## src/rtl/serial_adder_ctrl_if.sv

```systemverilog
// Operand/result bus for the bit-serial adder sequencer.
// master: operand source / result consumer; slave: serial_adder_ctrl.
// Optional macro SERIAL_ADD_OVF_EN adds the signed-overflow flag `ovf`.
interface serial_adder_ctrl_if #(
   parameter int unsigned WIDTH = 8
);
   logic             start;
   logic [WIDTH-1:0] a_in;
   logic [WIDTH-1:0] b_in;
   logic             cin;
   logic             busy;
   logic             done;
   logic [WIDTH-1:0] sum;
   logic             cout;
`ifdef SERIAL_ADD_OVF_EN
   logic             ovf;

   modport master (
      output start, a_in, b_in, cin,
      input  busy, done, sum, cout, ovf
   );

   modport slave (
      input  start, a_in, b_in, cin,
      output busy, done, sum, cout, ovf
   );
`else
   modport master (
      output start, a_in, b_in, cin,
      input  busy, done, sum, cout
   );

   modport slave (
      input  start, a_in, b_in, cin,
      output busy, done, sum, cout
   );
`endif
endinterface

```

## src/rtl/serial_adder_ctrl.sv

```systemverilog
// Bit-serial WIDTH-bit adder sequencer around a single full-adder cell.
// Operands are captured on an accepted start, added LSB-first one bit per
// clock with a registered carry, and the sum is shifted in from the MSB end.
// done pulses for one cycle when {cout,sum} = a_in + b_in + cin is valid.
// Optional macro SERIAL_ADD_OVF_EN adds bus.ovf (signed two's-complement
// overflow: carry into MSB XOR carry out of MSB).
module serial_adder_ctrl #(
   parameter int unsigned WIDTH = 8
) (
   input logic              clk,
   input logic              rst_n,
   serial_adder_ctrl_if.slave bus
);

   localparam int unsigned CNT_W = $clog2(WIDTH) + 1;
   localparam logic [CNT_W-1:0] LAST = CNT_W'(WIDTH - 1);

   typedef enum logic [1:0] {
      IDLE,
      SHIFT,
      DONE
   } state_t;

   state_t           state;
   state_t           state_nx;
   logic [WIDTH-1:0] a_sh;
   logic [WIDTH-1:0] b_sh;
   logic [WIDTH-1:0] sum_q;
   logic             carry_q;
   logic             cout_q;
   logic [CNT_W-1:0] cnt;
   logic             fa_s;
   logic             fa_c;
   logic             last;
   logic             busy;
   logic             done;
`ifdef SERIAL_ADD_OVF_EN
   logic             ovf_q;
`endif

   // Full-adder cell on the current LSB pair plus registered carry.
   always_comb begin
      fa_s = a_sh[0] ^ b_sh[0] ^ carry_q;
      fa_c = (a_sh[0] & b_sh[0]) | (a_sh[0] & carry_q) | (b_sh[0] & carry_q);
      last = (cnt == LAST);
   end

   // State register.
   always_ff @(posedge clk or negedge rst_n) begin
      if (!rst_n) begin
         state <= IDLE;
      end else begin
         state <= state_nx;
      end
   end

   // Next-state and status outputs.
   always_comb begin
      state_nx = state;
      busy     = 1'b0;
      done     = 1'b0;
      case (state)
         IDLE: begin
            if (bus.start) begin
               state_nx = SHIFT;
            end
         end
         SHIFT: begin
            busy = 1'b1;
            if (last) begin
               state_nx = DONE;
            end
         end
         DONE: begin
            done     = 1'b1;
            state_nx = IDLE;
         end
         default: state_nx = IDLE;
      endcase
   end

   // Operand capture, serial shift and result registers.
   always_ff @(posedge clk or negedge rst_n) begin
      if (!rst_n) begin
         a_sh    <= '0;
         b_sh    <= '0;
         sum_q   <= '0;
         carry_q <= 1'b0;
         cout_q  <= 1'b0;
         cnt     <= '0;
`ifdef SERIAL_ADD_OVF_EN
         ovf_q   <= 1'b0;
`endif
      end else begin
         case (state)
            IDLE: begin
               if (bus.start) begin
                  a_sh    <= bus.a_in;
                  b_sh    <= bus.b_in;
                  carry_q <= bus.cin;
                  sum_q   <= '0;
                  cout_q  <= 1'b0;
                  cnt     <= '0;
`ifdef SERIAL_ADD_OVF_EN
                  ovf_q   <= 1'b0;
`endif
               end
            end
            SHIFT: begin
               a_sh    <= {1'b0, a_sh[WIDTH-1:1]};
               b_sh    <= {1'b0, b_sh[WIDTH-1:1]};
               sum_q   <= {fa_s, sum_q[WIDTH-1:1]};
               carry_q <= fa_c;
               cnt     <= cnt + CNT_W'(1);
               if (last) begin
                  cout_q <= fa_c;
`ifdef SERIAL_ADD_OVF_EN
                  // carry_q here is the carry into the MSB cell
                  ovf_q  <= carry_q ^ fa_c;
`endif
               end
            end
            default: ;
         endcase
      end
   end

   assign bus.busy = busy;
   assign bus.done = done;
   assign bus.sum  = sum_q;
   assign bus.cout = cout_q;
`ifdef SERIAL_ADD_OVF_EN
   assign bus.ovf  = ovf_q;
`endif

endmodule

```

## src/flat_wrapper.sv

```systemverilog
// flat-port wrapper written by rule: the top's interface ports become plain ports
module serial_adder_ctrl_flat 
#(
   parameter int unsigned WIDTH = 8
)
  (clk, rst_n, bus_start, bus_a_in, bus_b_in, bus_cin, bus_busy, bus_done, bus_sum, bus_cout);
  serial_adder_ctrl_if #(.WIDTH(WIDTH)) bus_i ();
  input logic clk;
  input logic rst_n;
  input wire logic [$bits(bus_i.start)-1:0] bus_start;
  input wire logic [$bits(bus_i.a_in)-1:0] bus_a_in;
  input wire logic [$bits(bus_i.b_in)-1:0] bus_b_in;
  input wire logic [$bits(bus_i.cin)-1:0] bus_cin;
  output wire logic [$bits(bus_i.busy)-1:0] bus_busy;
  output wire logic [$bits(bus_i.done)-1:0] bus_done;
  output wire logic [$bits(bus_i.sum)-1:0] bus_sum;
  output wire logic [$bits(bus_i.cout)-1:0] bus_cout;
  assign bus_i.start = bus_start;
  assign bus_i.a_in = bus_a_in;
  assign bus_i.b_in = bus_b_in;
  assign bus_i.cin = bus_cin;
  assign bus_busy = bus_i.busy;
  assign bus_done = bus_i.done;
  assign bus_sum = bus_i.sum;
  assign bus_cout = bus_i.cout;
  serial_adder_ctrl #(.WIDTH(WIDTH)) u_core (.clk(clk), .rst_n(rst_n), .bus(bus_i));
endmodule
```

## config.mk

```make
export PLATFORM = sky130hd
export DESIGN_NAME = serial_adder_ctrl_flat
export DESIGN_NICKNAME = d
export VERILOG_FILES = /design/src/rtl/serial_adder_ctrl_if.sv /design/src/rtl/serial_adder_ctrl.sv /design/src/flat_wrapper.sv
export SDC_FILE = /design/constraint.sdc
export NUM_CORES = 1
export LEC_CHECK = 0
export CAP_MARGIN = 20
export CORE_ASPECT_RATIO = 0.9
export CORE_MARGIN = 2
export CORE_UTILIZATION = 51
export CTS_BUF_LIST = sky130_fd_sc_hd__clkbuf_4
export CTS_CLUSTER_SIZE = 12
export DETAILED_ROUTE_END_ITERATION = 8
export GPL_TIMING_DRIVEN = 0
export PLACE_DENSITY = 0.79
export SYNTH_ARGS = -nofsm -noshare
export SYNTH_HDL_FRONTEND = slang
export SYNTH_SLANG_ARGS = --single-unit
```

## constraint.sdc

```tcl
create_clock -name clk -period 1.55 [get_ports clk]
set_input_delay 0.2325 -clock clk [delete_from_list [all_inputs] [get_ports clk]]
set_output_delay 0.2325 -clock clk [all_outputs]
set_load 0.02 [all_outputs]
```

* After elaboration in Yosys (flattened, before gate mapping)
Index checks and enable logic that the tools add are counted.
** Word-level totals
- Register bits :: 32
- Input port bits :: 20
- Output and inout port bits :: 11
- Word-level logic and storage cells :: 43
** Operators by class
- Add/sub/neg operators :: 1
- Eq/ne operators :: 5
- Muxes and demuxes :: 18
- Bitwise gates (word level) :: 7
- Reductions and logical operators :: 5
** Operators with widths (count)
- 8-bit case mux with 2 select lines :: 3
- 8-bit two-way mux :: 3
- 4-bit case mux with 2 select lines :: 1
- 1-bit two-way mux :: 5
- 4-bit by 1-bit adder with 4-bit output (second input constant) :: 1
- 4-bit by 3-bit == test with 1-bit output (second input constant) :: 1
- 2-bit two-way mux :: 2
- 4-bit two-way mux :: 1
- 1-bit case mux with 2 select lines :: 2
- 2-bit case mux with 2 select lines :: 1
- 2-bit AND reduction :: 2
- 1-bit bitwise AND :: 3
- 3-bit AND reduction :: 1
- 2-bit by 1-bit == test with 1-bit output (second input constant) :: 1
- 2-bit == test (second input constant) :: 1
- 2-bit zero test :: 1
- 2-bit by 1-bit inequality test with 1-bit output (second input constant) :: 1
- 2-bit inequality test (second input constant) :: 1
- 1-bit OR :: 2
- 2-bit nonzero test :: 1
- 1-bit XOR :: 2

* Depth between registers and ports, before layout
- Depth after elaboration :: 5
- Depth in mapped cells :: 6
- Depth with buffers taken out :: 4

* Least setup slack after synthesis
OpenSTA, ideal clock, no wires.
- Path type :: reg-to-reg
- From :: register u_core.carry_q
- To :: register u_core.cout_q (netlist: u_core.bus.cout)
- Library setup time :: 0.069 ns
- Data arrival time :: 1.236 ns
- Data required time :: 1.481 ns
- Setup slack :: 0.245 ns
- Cell stages (with the launch flop) :: 5
- Buffers on the path :: 0
- Period minus slack after synthesis :: 1.305 ns
- Path through :: dfrtp_1 -> inv_1 -> fa_1 -> or3_1 -> nand3_1
** Between the ends
- Cells in the longest elaborated chain, start to end :: 5
- Elaborated cells on any way between the ends :: 6
- Classes of those cells :: 2 x mux; 4 x bitwise
** RTL lines
- start: declaration :: line serial_adder_ctrl.sv:29 : logic carry_q;
- start signal: assignment :: line serial_adder_ctrl.sv:100 : carry_q <= bus.cin;
- 1-bit bitwise AND :: line serial_adder_ctrl.sv:44 : fa_c = (a_sh[0] & b_sh[0]) | (a_sh[0] & carry_q) | (b_sh[0] & carry_q);
- 1-bit OR :: line serial_adder_ctrl.sv:44
- 1-bit OR * :: line serial_adder_ctrl.sv:44
- 1-bit two-way mux * :: line serial_adder_ctrl.sv:115 : if (last) begin
- 1-bit case mux with 2 select lines * :: line serial_adder_ctrl.sv:95 : case (state)
- end signal: assignment :: line serial_adder_ctrl.sv:89 : cout_q <= 1'b0;
- end signal: assignment :: line serial_adder_ctrl.sv:102 : cout_q <= 1'b0;
- end signal: assignment :: line serial_adder_ctrl.sv:116 : cout_q <= fa_c;
- end: declaration :: line serial_adder_ctrl.sv:30 : logic cout_q;
Every way passes the cells marked *; elsewhere a longest branch is shown, timed or not. The select of a mux whose other input is x is not followed.
A chain may end at the register's enable or synchronous reset.

* Worst setup path in the final report
- From :: register u_core.state[1]
- To :: output bus_busy
** Between the ends
- Cells in the longest elaborated chain, start to end :: 2
** RTL lines
- start: declaration :: line serial_adder_ctrl.sv:24 : state_t state;
- start signal: assignment :: line serial_adder_ctrl.sv:53 : state <= state_nx;
- 2-bit by 1-bit == test with 1-bit output :: line serial_adder_ctrl.sv:62 : case (state)
- 1-bit two-way mux :: line serial_adder_ctrl.sv:62
- end: declaration :: line flat_wrapper.sv:14 : output wire logic [$bits(bus_i.busy)-1:0] bus_busy;
Every way passes these cells.

==> qor.csv <==
metric;value;unit
maximum VDD drop;1.14;mV
Final nets;190;
I/O Buffers;30;
clock-pin slew of the registers on the worst-case setup and hold paths;0.09;ns
max-cap viol count;0;
antenna cells;0;
Max H-tree Level;2;
Post-Synthesis Mean Instance Area;11.0;um^2
Area Growth Syn to Fin;32.0;%
num rows;18;
crit path max fanout;11;
most common cell after layout, fill and taps aside;dfrtp_1;
sequential area share after synthesis;0.567;
Max clock buf depth;2;
Setup crit start kind;register;
min-delay worst type;in2async;
critical path's slowest cell;dfrtp_1;
Synth Instances;128;
final hold violation count;0;
initial antenna violation count;0;
RSZ-0062 raised after global routing;no;
CTS buffer count;5;
critical path arrival;1.24;ns
Final TNS setup;0;ns
first-pass GRT wire length;5050;um
synthesized area;1410;um^2
PD cells;1910;nW/um^2
most frequent cells in the layout;dfrtp_1 (31), clkdlybuf4s50_1 (19), nand2_1 (17), o21ai_1 (16), a22oi_1 (14);
Worst-Margin Slew;0.772;ns
DIE HEIGHT;53.9;um
initial DRC count;54;
DR WL/cell;15.5;um
Slew Viols, Final;0;
Worst Skew;0.00807;ns
Max Fclk;0.678;GHz
register area;802;um^2
grt ovf;0;
Synth Register Bits;32;
Crit Path Class;reg2out;
Power, Total;3.56;mW
DP HPWL;2200;um
status;finished, final reports clean;
Worst Path Buf+Inv;3;
slack of the critical path;0.0750;ns
Cell variety after synth;25;
Clock Root Buffer;clkbuf_4;
post-route ant nets;0;
Post-CTS Hold Buffers;0;
Final min period;1.48;ns
Worst Setup End Kind;output port;
Final Cycle Share;0.952;
Multi-input gate area;552;um^2
Skew-Pair Late Insertion Delay;0.32;ns
Detailed Route WL;3080;um
Worst path top cell family by delay;flip-flops;
GP Congestion;0.785;
die area;3200;um^2
WP data required;1.32;ns
DRT Pass-1 Iters;6;
dpl ws;-0.321;ns
CTS sink cnt;32;
gr usage total;0.222;
CP max stage delay;0.40;ns
layout cells sized above 1;0.142;
CTS tree;built;
Synth Warn #;0;
crit-path most repeated cell;buf_6;
vias;1167;
vias in the first global route;1121;
cells along the critical path;buf_6, nand2b_4, inv_8, buf_6;
I/O pin total;31;
largest net degree at the start of global routing;19;
# DRC;0;
P_leak;0.891;nW
fillcell total;215;
Setup violations, final;0;
die width;59.5;um
Core ar.;2680;um^2
via/cell ratio;5.86;
Worst slew margin;0.484;
initial core utilization;0.527;
Syn Nets;150;
cells in the mapped netlist:
cell,number,area share
nor2b_2,1,0.0062
nor2b_1,3,0.013
nand2b_1,1,0.0044
fa_1,1,0.014
nand3b_1,1,0.0053
dfrtp_1,32,0.57
o21ai_1,16,0.057
nand3_1,5,0.018
nand2b_4,1,0.0097
a2bb2oi_1,4,0.025
buf_4,2,0.011
o21bai_4,1,0.013
nor2_1,2,0.0053
clkbuf_1,1,0.0027
a21oi_1,1,0.0035
a22o_1,11,0.068
mux2i_1,1,0.0071
nand2_1,17,0.045
o21ai_0,1,0.0035
inv_2,1,0.0027
buf_2,5,0.018
or3_1,2,0.0089
inv_1,3,0.0080
a22oi_1,14,0.074
ha_1,1,0.0089
registers in the layout (all words and copies together), names as in the netlist:
name	flops
u_core.cnt	4
u_core.b_sh	8
u_core.a_sh	8
u_core.state	2
u_core.bus.sum	8
u_core.carry_q	1
u_core.bus.cout	1
where the power goes:
part | leakage, nW | internal (mW) | switching (mW)
Combinational | 0.440 | 0.784 | 0.903
Clock | 0.0338 | 0.209 | 0.259
Sequential | 0.418 | 1.18 | 0.229
worst register-to-register path, stage by stage (launching register included):
cell,delay [ns]
dfrtp_1,0.37
inv_1,0.08
fa_1,0.45
or3_1,0.39
nand3_1,0.09
per-layer routing:
layer,vias to the layer above,track usage,wire length [um]
met1,573,0.277,1320
met4,0,0.110,61
met3,6,0.0673,185
met2,37,0.352,1510
li1,551,-,-
met5,-,0,0
per-stage QoR:
step / utilization / cell area, um^2 / hold WS, ns / instances
3_3_place_gp: 0.653 / 1750 / 0.467 / 188
3_5_place_dp: 0.663 / 1780 / 0.481 / 189
2_1_floorplan: - / 1410 / -0.0631 / 128
6_report: 0.695 / 1860 / 0.355 / 199
5_1_grt: 0.695 / 1860 / 0.389 / 199
4_1_cts: 0.687 / 1840 / 0.369 / 197
layout make-up:
class / count / share of cell area
tap: 30 / 0.0201
multi-input combinational: 84 / 0.296
clock inverter: 1 / 0.00201
inverter: 4 / 0.0121
timing repair buffer: 34 / 0.188
buffer: 7 / 0.0228
sequential: 32 / 0.430
clock buffer: 7 / 0.0282
worst paths after layout:
check | start | endpoint | slack [ns] | depth (start not counted)
max | u_core.state[1] | bus_busy | 0.07 | 4
min | rst_n | u_core.bus.sum[5] | 0.36 | 1
max reg2reg | u_core.carry_q | u_core.bus.cout | 0.12 | 4
min reg2reg | u_core.b_sh[4] | u_core.b_sh[4] | 0.50 | 2
max in group asynchronous | rst_n | u_core.b_sh[2] | 0.65 | 2
min in group clk | u_core.b_sh[4] | u_core.b_sh[4] | 0.50 | 2
kinds of logic (layout without fill, tap and decap cells):
| kind of cell | count (synthesis) | after routing | synth area share |
|---|---|---|---|
| fa+ha+maj | 2 | 2 | 0.0230 |
| compound gates | 48 | 48 | 0.245 |
| mux | 1 | 1 | 0.00709 |
| simple gates | 33 | 33 | 0.116 |
| buf+inv | 12 | 53 | 0.0417 |
| flops | 32 | 32 | 0.567 |
repair_timing:
| action | CTS | global route |
|---|---|---|
| buffers inserted | 1 | 2 |
| gates resized for setup | 18 | 6 |
| endpoints found under the setup margin | 7 | 6 |
Note: power is estimated with default switching activity, not from simulation.
